### src/rtl/genius_pkg.sv
// genius_pkg: shared state encoding, LFSR constants and speed codes for the Genius sequence player
package genius_pkg;
  localparam logic [1:0] S_IDLE  = 2'd0;
  localparam logic [1:0] S_ALIGN = 2'd1;
  localparam logic [1:0] S_ON    = 2'd2;
  localparam logic [1:0] S_OFF   = 2'd3;
  localparam logic [1:0] SPD_025 = 2'd0;
  localparam logic [1:0] SPD_05  = 2'd1;
  localparam logic [1:0] SPD_1   = 2'd2;
  localparam logic [1:0] SPD_2   = 2'd3;
  // Fibonacci taps at bits 15, 13, 12 and 10
  localparam logic [15:0] LFSR_TAPS    = 16'hB400;
  localparam logic [15:0] DEFAULT_SEED = 16'hACE1;
  function automatic logic [15:0] lfsr_next(input logic [15:0] l);
    return {l[14:0], ^(l & LFSR_TAPS)};
  endfunction
  function automatic logic [3:0] colour(input logic [15:0] l);
    return 4'b0001 << l[1:0];
  endfunction
endpackage

### src/rtl/rate_tick_sel.sv
// rate_tick_sel: selects one slow square wave and emits a one-cycle tick on each rising edge
module rate_tick_sel
  import genius_pkg::*;
(
  input  logic       CLOCK_50,
  input  logic       reset,
  input  logic [3:0] src,
  input  logic [1:0] sel,
  output logic       tick
);
  logic [3:0] hist, rise;
  // Edges are detected on every input before the mux, so changing sel never fakes an edge
  always_ff @(posedge CLOCK_50 or posedge reset)
    if (reset) begin
      hist <= '0;
      rise <= '0;
    end else begin
      hist <= src;
      rise <= src & ~hist;
    end
  assign tick = sel == SPD_025 ? rise[0] :
                sel == SPD_05  ? rise[1] :
                sel == SPD_1   ? rise[2] :
                (sel == SPD_2) && rise[3];
endmodule

### src/rtl/genius_sequence_player.sv
// genius_sequence_player: plays a pseudo-random one-hot LED sequence paced by a selectable slow clock
module genius_sequence_player #(
  parameter int          MAX_LEN      = 16,
  parameter logic [15:0] DEFAULT_SEED = genius_pkg::DEFAULT_SEED
) (
  input  logic        CLOCK_50,
  input  logic        reset,
  input  logic        C025Hz,
  input  logic        C05Hz,
  input  logic        C1Hz,
  input  logic        C2Hz,
  input  logic        start,
  input  logic [1:0]  speed,
  input  logic [4:0]  seq_len,
  input  logic [15:0] seed,
  output logic [3:0]  led,
  output logic        busy,
  output logic        done,
  output logic [3:0]  step_idx
);
  import genius_pkg::*;
  localparam logic [4:0] MAX_L = 5'(MAX_LEN);
  logic [1:0]  state, speed_r;
  logic [4:0]  len_r, len_in;
  logic [15:0] lfsr;
  logic        tick_raw, tick, last;
  rate_tick_sel u_tick (
    .CLOCK_50 (CLOCK_50),
    .reset    (reset),
    .src      ({C2Hz, C1Hz, C05Hz, C025Hz}),
    .sel      (speed_r),
    .tick     (tick_raw)
  );
  assign tick   = tick_raw && (state != S_IDLE);
  assign last   = {1'b0, step_idx} == len_r - 5'd1;
  assign len_in = seq_len == 5'd0 ? 5'd1 : seq_len > MAX_L ? MAX_L : seq_len;
  always_ff @(posedge CLOCK_50 or posedge reset)
    if (reset) begin
      state    <= S_IDLE;
      speed_r  <= SPD_025;
      len_r    <= 5'd1;
      lfsr     <= DEFAULT_SEED;
      led      <= '0;
      busy     <= 1'b0;
      done     <= 1'b0;
      step_idx <= '0;
    end else begin
      done <= 1'b0;
      if (state == S_IDLE) begin
        if (start) begin
          state    <= S_ALIGN;
          speed_r  <= speed;
          len_r    <= len_in;
          lfsr     <= seed == 16'd0 ? DEFAULT_SEED : seed;
          busy     <= 1'b1;
          step_idx <= '0;
        end
      end else if (tick) begin
        if (state == S_ALIGN) begin
          state <= S_ON;
          led   <= colour(lfsr);
        end else if (state == S_ON) begin
          state <= S_OFF;
          led   <= '0;
          lfsr  <= lfsr_next(lfsr);
        end else if (last) begin
          state <= S_IDLE;
          busy  <= 1'b0;
          done  <= 1'b1;
        end else begin
          state    <= S_ON;
          step_idx <= step_idx + 4'd1;
          led      <= colour(lfsr);
        end
      end
    end
endmodule

### config.mk
export PLATFORM = sky130hd
export DESIGN_NAME = genius_sequence_player
export DESIGN_NICKNAME = d
export VERILOG_FILES = /design/src/rtl/genius_pkg.sv /design/src/rtl/rate_tick_sel.sv /design/src/rtl/genius_sequence_player.sv
export SDC_FILE = /design/constraint.sdc
export NUM_CORES = 1
export LEC_CHECK = 0
export CORE_MARGIN = 1.5
export CORE_UTILIZATION = 52
export DETAILED_ROUTE_END_ITERATION = 16
export PLACE_DENSITY = 0.82
export SLEW_MARGIN = 40
export SYNTH_ARGS = -nofsm -noshare
export SYNTH_HDL_FRONTEND = slang
export SYNTH_SLANG_ARGS = --single-unit
### constraint.sdc
create_clock -name CLOCK_50 -period 2.78 [get_ports CLOCK_50]
set_input_delay 0.278 -clock CLOCK_50 [delete_from_list [all_inputs] [get_ports CLOCK_50]]
set_output_delay 0.278 -clock CLOCK_50 [all_outputs]
set_load 0.1 [all_outputs]
==> results of run 1 <==
[kinds of logic after synthesis]
| logic type | after synthesis |
|---|---|
| and+or+nand+nor | 51 |
| muxes | 23 |
| adders and majority gates | 5 |
| DFF | 43 |
| buffers and inverters | 25 |
| AOI/OAI and AO/OA | 46 |
| xor gates and xnor gates | 8 |
[sequential cells by signal, indices dropped and copies added, names as in the netlist]
signal,flops
done,1
busy,1
u_tick.hist,4
len_r,5
state,2
lfsr,16
led,4
u_tick.rise,4
speed_r,2
step_idx,4
[cell type report]
| cell class | instances | area [um2] |
|---|---|---|
| timing repair buffer | 43 | 395.4 |
| clock inverter | 2 | 35.03 |
| clock buffer | 6 | 82.58 |
| fill | 315 | 1289 |
| multi-input combinational | 133 | 984.7 |
| inverter | 17 | 63.81 |
| tap | 50 | 62.56 |
| sequential | 43 | 1087 |
[where the power goes]
part	internal, W	total (W)	switching, W	leakage, nW
logic	0.000319	0.000806	0.000487	0.595
registers	0.000812	0.000927	0.000115	0.514
clock network	0.000291	0.000503	0.000212	0.0612
[worst min-delay path by stage]
stage,startpoint,end,slack (ns)
final,u_tick.hist[0],u_tick.rise[0],0.39
after global routing,u_tick.hist[3],u_tick.rise[3],0.41
after CTS,u_tick.hist[0],u_tick.rise[0],0.39
after detailed placement,u_tick.hist[0],u_tick.rise[0],0.38
after global placement,u_tick.hist[2],u_tick.rise[2],0.38
after floorplan,C025Hz,u_tick.hist[0],0.31
[through the flow]
step | utilization [%] | total power, W | hold WS (ns) | cells
final | 67.78 | 0.002236 | 0.3936 | 294
after global routing | 67.78 | 0.002360 | 0.4133 | 294
after CTS | 67.78 | 0.002253 | 0.3940 | 294
after detailed placement | 64.84 | 0.001743 | 0.3829 | 286
after global placement | 64.84 | 0.001716 | 0.3799 | 286
after floorplan | - | 0.001540 | 0.3094 | 201
[synth_stat cells (all sizes together), types with 2 or more instances]
cell | n | area share, %
nand3 | 2 | 0.46
xor2 | 3 | 1.2
xnor2 | 5 | 2.0
nand2 | 11 | 1.9
o31ai | 4 | 1.4
nor4 | 4 | 1.1
buf | 3 | 1.1
nand3b | 3 | 1.0
o22ai | 14 | 4.3
o21ai | 18 | 4.1
or2 | 2 | 0.69
ha | 5 | 2.9
dfstp | 9 | 11
clkbuf | 5 | 0.86
inv | 17 | 2.9
nor2 | 9 | 1.6
nor3 | 4 | 0.92
nand4 | 2 | 0.57
nand2b | 5 | 1.4
nor2b | 5 | 1.4
mux2i | 6 | 2.8
o211ai | 2 | 0.69
mux2 | 17 | 9.0
dfrtp | 34 | 39
[worst register-to-register path: cells and delay by family (launching register included)]
kind | cells | cell delay, ns
DFF | 1 | 0.56
AOI/OAI and AO/OA | 4 | 1.19
muxes | 1 | 0.34
buffers and inverters | 1 | 0.05
adders and majority gates | 1 | 0.24
[routing by layer]
| layer | global-route usage (%) | vias up | wire, um |
|---|---|---|---|
| met5 | 0 | - | 0 |
| met1 | 26.68 | 811 | 1871 |
| met2 | 36.64 | 39 | 2195 |
| met4 | 9.184 | 0 | 76 |
| met3 | 4.833 | 9 | 142 |
| li1 | - | 801 | - |
==> flow_summary_export.csv, run 1 <==
group,metric,value,unit
outcome,status,"finished clean",
finish,area_delta_synth_final,24.47,%
die,coreArea,0.004000,mm2
finish,final_cell_mix,"dfrtp_1 (34), clkdlybuf4s50_1 (29), o21ai_0 (18)",
drt,vias_per_cell,5.646,
logic_synthesis,syn-cell-area,0.002178,mm2
logic_synthesis,synth_flop_cell,"dfrtp_1",
worst_setup_path,slowest_stage,"dfstp_2",
logic_synthesis,async_reset_ff_share,100.0,%
finish,drive_gt1_share,22.54,%
placed_design,io_buffers,39,
timing,worst_slack,0.2731,ns
clock_network,hold_buffers,0,
clock_network,cts_tree,"done",
drt,vias,1660,
clock_network,ctsResizeCount,0,
placed_design,routabilityCongestion,0.7581,
grt,grt_pass1_vias,1653,
logic_synthesis,synth_cell_types,41,
drt,drcViolationCount,0,
logic_synthesis,synth_mux_area_share,11.72,%
clock_network,clock_sinks,43,
drt,wire_per_inst,14.57,um
worst_setup_path,worstPathCellList,"inv_1, ha_1, o21ba_1, a221o_1, a211oi_2, a31o_2, mux2_2",
power,vdd_ir_drop_max,0.0005126,V
finish,final_common_cell,"dfrtp_1",
logic_synthesis,ys_ff_latch,43,
worst_setup_path,r2r_end,"led[3]",
clock_network,clk_latency,0.30,ns
worst_setup_path,path_max_fanout,4,
grt,grt_max_degree,44,
drt,wl,4285,um
logic_synthesis,synth_top_family_by_area,"compound AO/OA/AOI/OAI gates",
placed_design,dp_hpwl,3062,um
worst_setup_path,crit_type,"register to register",
worst_setup_path,cp-start-kind,"register",
job,drv_cap,0,
logic_synthesis,yosys.area_share.simple,12.52,%
grt,overflow,0,
worst_setup_path,crit_end,"led[3]",
clock_network,clkSlewWorstSetupHoldPaths,0.09,ns
power,power_density,824.7,mW/mm2
logic_synthesis,seq_area_frac_synth,49.91,%
worst_setup_path,r2r_slack,0.27,ns
worst_setup_path,path_buf_inv,1,
logic_synthesis,netlist_instances,201,
die,ios,40,
finish,final_nets,278,
worst_setup_path,cp_num_cells,7,
placed_design,placed_area,0.002594,mm2
timing,finalHoldViolations,0,
logic_synthesis,syn_avg_cell_area,10.84,um2
clock_network,htreeDepth,2,
worst_setup_path,r2r_cells,7,
timing,fmax,0.3989,GHz
timing,tns,0,ns
logic_synthesis,synth-warning-count,0,
die,start_util,54.46,%
clock_network,cts-root-buf,"clkbuf_8",
logic_synthesis,synth_edf_count,0,
timing,slew_violations,0,
timing,min_period,2.507,ns
logic_synthesis,synthesis.nets,236,
drt,drt-initial-drc-count,85,
die,die_h,67.73,um
die,num_rows,23,
logic_synthesis,synth_compound_area_share,14.88,%
worst_hold_path,hp-class,"register to register",
drt,drtAntennaViolNets,0,
timing,worst_pin_slew,0.5196,ns
grt,grt_pass1_wl,7362,um
finish,n_antenna_cell,0,
worst_setup_path,startpoint,"len_r[0]",
timing,rsz0062_at_grt,"no",
timing,clock_skew,0.01460,ns
timing,finalSetupViolations,0,
worst_setup_path,crit_family,"compound AO/OA/AOI/OAI gates",
worst_setup_path,end_kind,"register",
worst_setup_path,required,2.96,ns
timing,period_share,90.18,%
power,p_leak,1.170,nW
worst_setup_path,cp_slowest_stage_delay,0.56,ns
finish,stdcell_area,0.002711,mm2
worst_hold_path,hold_depth,1,
timing,relSlewSlack,65.36,%
worst_setup_path,arrival,2.68,ns
clock_network,clk_path_buf_depth,2,
worst_setup_path,r2r-start,"len_r[0]",
logic_synthesis,yosys.area_share.adder,2.872,%
die,dieArea,0.004587,mm2
grt,antenna_found_initial,0,
placed_design,pre_cts_slack,0.2983,ns
die,die_x,67.73,um
drt,first_pass_iters,4,
grt,grtUsageTotal,21.71,%
logic_synthesis,synth-xor-area-share,3.217,%
clock_network,postCtsSetupRepairBufs,0,
clock_network,numCtsBuffers,5,
(Power assumes the default switching activity.)
==> inputs of run 2 (changes only) <==
--- a/config.mk
+++ b/config.mk
@@ -5,7 +5,6 @@
 export SDC_FILE = /design/constraint.sdc
 export NUM_CORES = 1
 export LEC_CHECK = 0
-export CORE_MARGIN = 1.5
 export CORE_UTILIZATION = 52
 export DETAILED_ROUTE_END_ITERATION = 16
 export PLACE_DENSITY = 0.82
==> run 2 against run 1 <==
Compared with the run above: via count fell by 1.9%; maximum frequency up 2.5%; total power fell by 6.0%; sequential power about the same; count of clock-buffer cells in the layout down 1; register-to-register slack gained 0.06 ns; hold slack worse by 0.0013 ns; clock power is 24% lower; flip-flop and latch count stayed put.
==> flow_summary_export.csv, run 2 (same netlist as run 1, synthesis figures left out) <==
group,metric,value,unit
grt,grtUsageTotal,21.49,%
worst_hold_path,min_from,"u_tick.hist[1]",
outcome,status,"finished clean",
finish,largest_register_ffs,16,
die,die_x,66.73,um
worst_setup_path,crit_type,"register to register",
clock_network,cts_tree,"done",
finish,nFillCells,306,
timing,fmax,0.4088,GHz
worst_setup_path,slowest_stage,"dfstp_2",
clock_network,numCtsBuffers,5,
worst_hold_path,hold_depth,1,
drt,first_pass_iters,4,
worst_setup_path,r2r_cells,7,
finish,n_antenna_cell,0,
worst_setup_path,cp_slowest_stage_delay,0.55,ns
clock_network,clk_latency,0.30,ns
timing,min_period,2.446,ns
grt,overflow,0,
grt,grt_max_degree,44,
grt,grt_pass1_wl,7010,um
placed_design,dp_hpwl,2985,um
clock_network,cts-root-buf,"clkbuf_8",
finish,area_delta_synth_final,22.92,%
worst_setup_path,worstPathCellList,"inv_1, ha_1, o21ba_1, a221o_1, a211oi_2, a31o_2, mux2_2",
finish,fin_util,66.94,%
clock_network,hold_buffers,0,
worst_setup_path,crit_family,"compound AO/OA/AOI/OAI gates",
placed_design,routabilityCongestion,0.7818,
placed_design,placed_area,0.002594,mm2
die,start_util,54.46,%
worst_setup_path,r2r_slack,0.33,ns
timing,finalHoldViolations,0,
worst_setup_path,cp-start-kind,"register",
power,p_leak,1.156,nW
finish,final_cell_count_no_fill,294,
worst_setup_path,end_kind,"register",
clock_network,clock_sinks,43,
grt,antenna_found_initial,0,
worst_hold_path,hp-class,"register to register",
placed_design,io_buffers,39,
finish,final_common_cell,"dfrtp_1",
clock_network,ctsResizeCount,0,
clock_network,clk_path_buf_depth,2,
clock_network,clkSlewWorstSetupHoldPaths,0.08,ns
drt,wire_per_inst,13.89,um
timing,finalSetupViolations,0,
finish,top_regs,"lfsr (16), len_r (5)",
die,dieArea,0.004452,mm2
timing,rsz0062_at_grt,"no",
placed_design,dp_cells,286,
die,coreArea,0.004000,mm2
die,ios,40,
worst_setup_path,arrival,2.63,ns
worst_setup_path,path_max_fanout,4,
clock_network,postCtsSetupRepairBufs,0,
timing,period_share,87.98,%
worst_setup_path,r2r-start,"len_r[0]",
drt,vias_per_cell,5.541,
job,drv_cap,0,
finish,drive_gt1_share,22.54,%
drt,drtAntennaViolNets,0,
timing,tns,0,ns
worst_setup_path,required,2.96,ns
timing,relSlewSlack,65.17,%
worst_setup_path,path_buf_inv,1,
die,num_rows,23,
finish,final_cell_mix,"dfrtp_1 (34), clkdlybuf4s50_1 (29), o21ai_0 (18)",
timing,worst_pin_slew,0.5225,ns
finish,registers.top_by_ff_count,"lfsr",
drt,wl,4085,um
power,vdd_ir_drop_max,0.0004098,V
drt,drcViolationCount,0,
worst_hold_path,hold_end,"u_tick.rise[1]",
clock_network,htreeDepth,2,
finish,final_nets,278,
drt,vias,1629,
finish,stdcell_area,0.002678,mm2
timing,clock_skew,0.005861,ns
power,power_density,784.7,mW/mm2
timing,slew_violations,0,
drt,drt-initial-drc-count,87,
worst_setup_path,r2r_end,"led[0]",
die,die_h,66.73,um
grt,grt_pass1_vias,1611,
[run 2: changes by cell type in the layout (fill, tap and decap cells not counted)]
| cell | before | now |
|---|---|---|
| clkbuf_8 | 6 | 5 |
| bufinv_16 | 1 | 0 |
| clkinv_2 | 1 | 3 |
[run 2: area by class of cell]
cell class                      instances  area [um2]  share of cell area (%)
Multi-Input combinational cell        133       984.7                   36.78
Clock inverter                          3       15.01                  0.5607
Clock buffer                            5       68.82                   2.570
Sequential cell                        43        1087                   40.61
Tap cell                               50       62.56                   2.336
Inverter                               17       63.81                   2.383
Timing Repair Buffer                   43       395.4                   14.77
[run 2: worst max-delay path by stage]
| stage | start | endpoint | slack [ns] | cells past startpoint |
|---|---|---|---|---|
| 2_1_floorplan | step_idx[2] | step_idx[0] | 0.21 | 6 |
| 3_3_place_gp | len_r[0] | led[2] | 0.38 | 7 |
| 3_5_place_dp | len_r[0] | led[0] | 0.34 | 7 |
| 4_1_cts | len_r[0] | led[0] | 0.33 | 7 |
| 5_1_grt | state[0] | lfsr[1] | 0.17 | 8 |
| 6_report | len_r[0] | led[0] | 0.33 | 7 |
[run 2: metal layers]
metal,up-vias,track usage (%),routed length (um)
li1,794,-,-
met1,799,25.03,1781
met2,31,38.13,2107
met3,5,5.308,140
met4,0,7.181,56
met5,-,0,0
[run 2: per-stage QoR]
stage	total power [W]	hold slack, ns	setup WS [ns]
final	0.002101	0.3923	0.3340
after detailed placement	0.001738	0.3829	0.3435
after floorplan	0.001540	0.3094	0.2097
after CTS	0.002125	0.3941	0.3287
after global routing	0.002228	0.4010	0.1713
after global placement	0.001711	0.3808	0.3757
[run 2: report_power, final]
| part | internal [W] | switching (W) |
|---|---|---|
| clock | 0.000172 | 0.000209 |
| sequential | 0.000812 | 0.000114 |
| combinational | 0.000318 | 0.000475 |
| total | 0.00130 | 0.000798 |
[run 2: worst reg2reg max path: cells and delay by family (launching register included)]
kind	cells	cell delay, ns
mux	1	0.35
flops	1	0.55
buf+inv	1	0.05
fa+ha+maj	1	0.24
compound gates	4	1.15
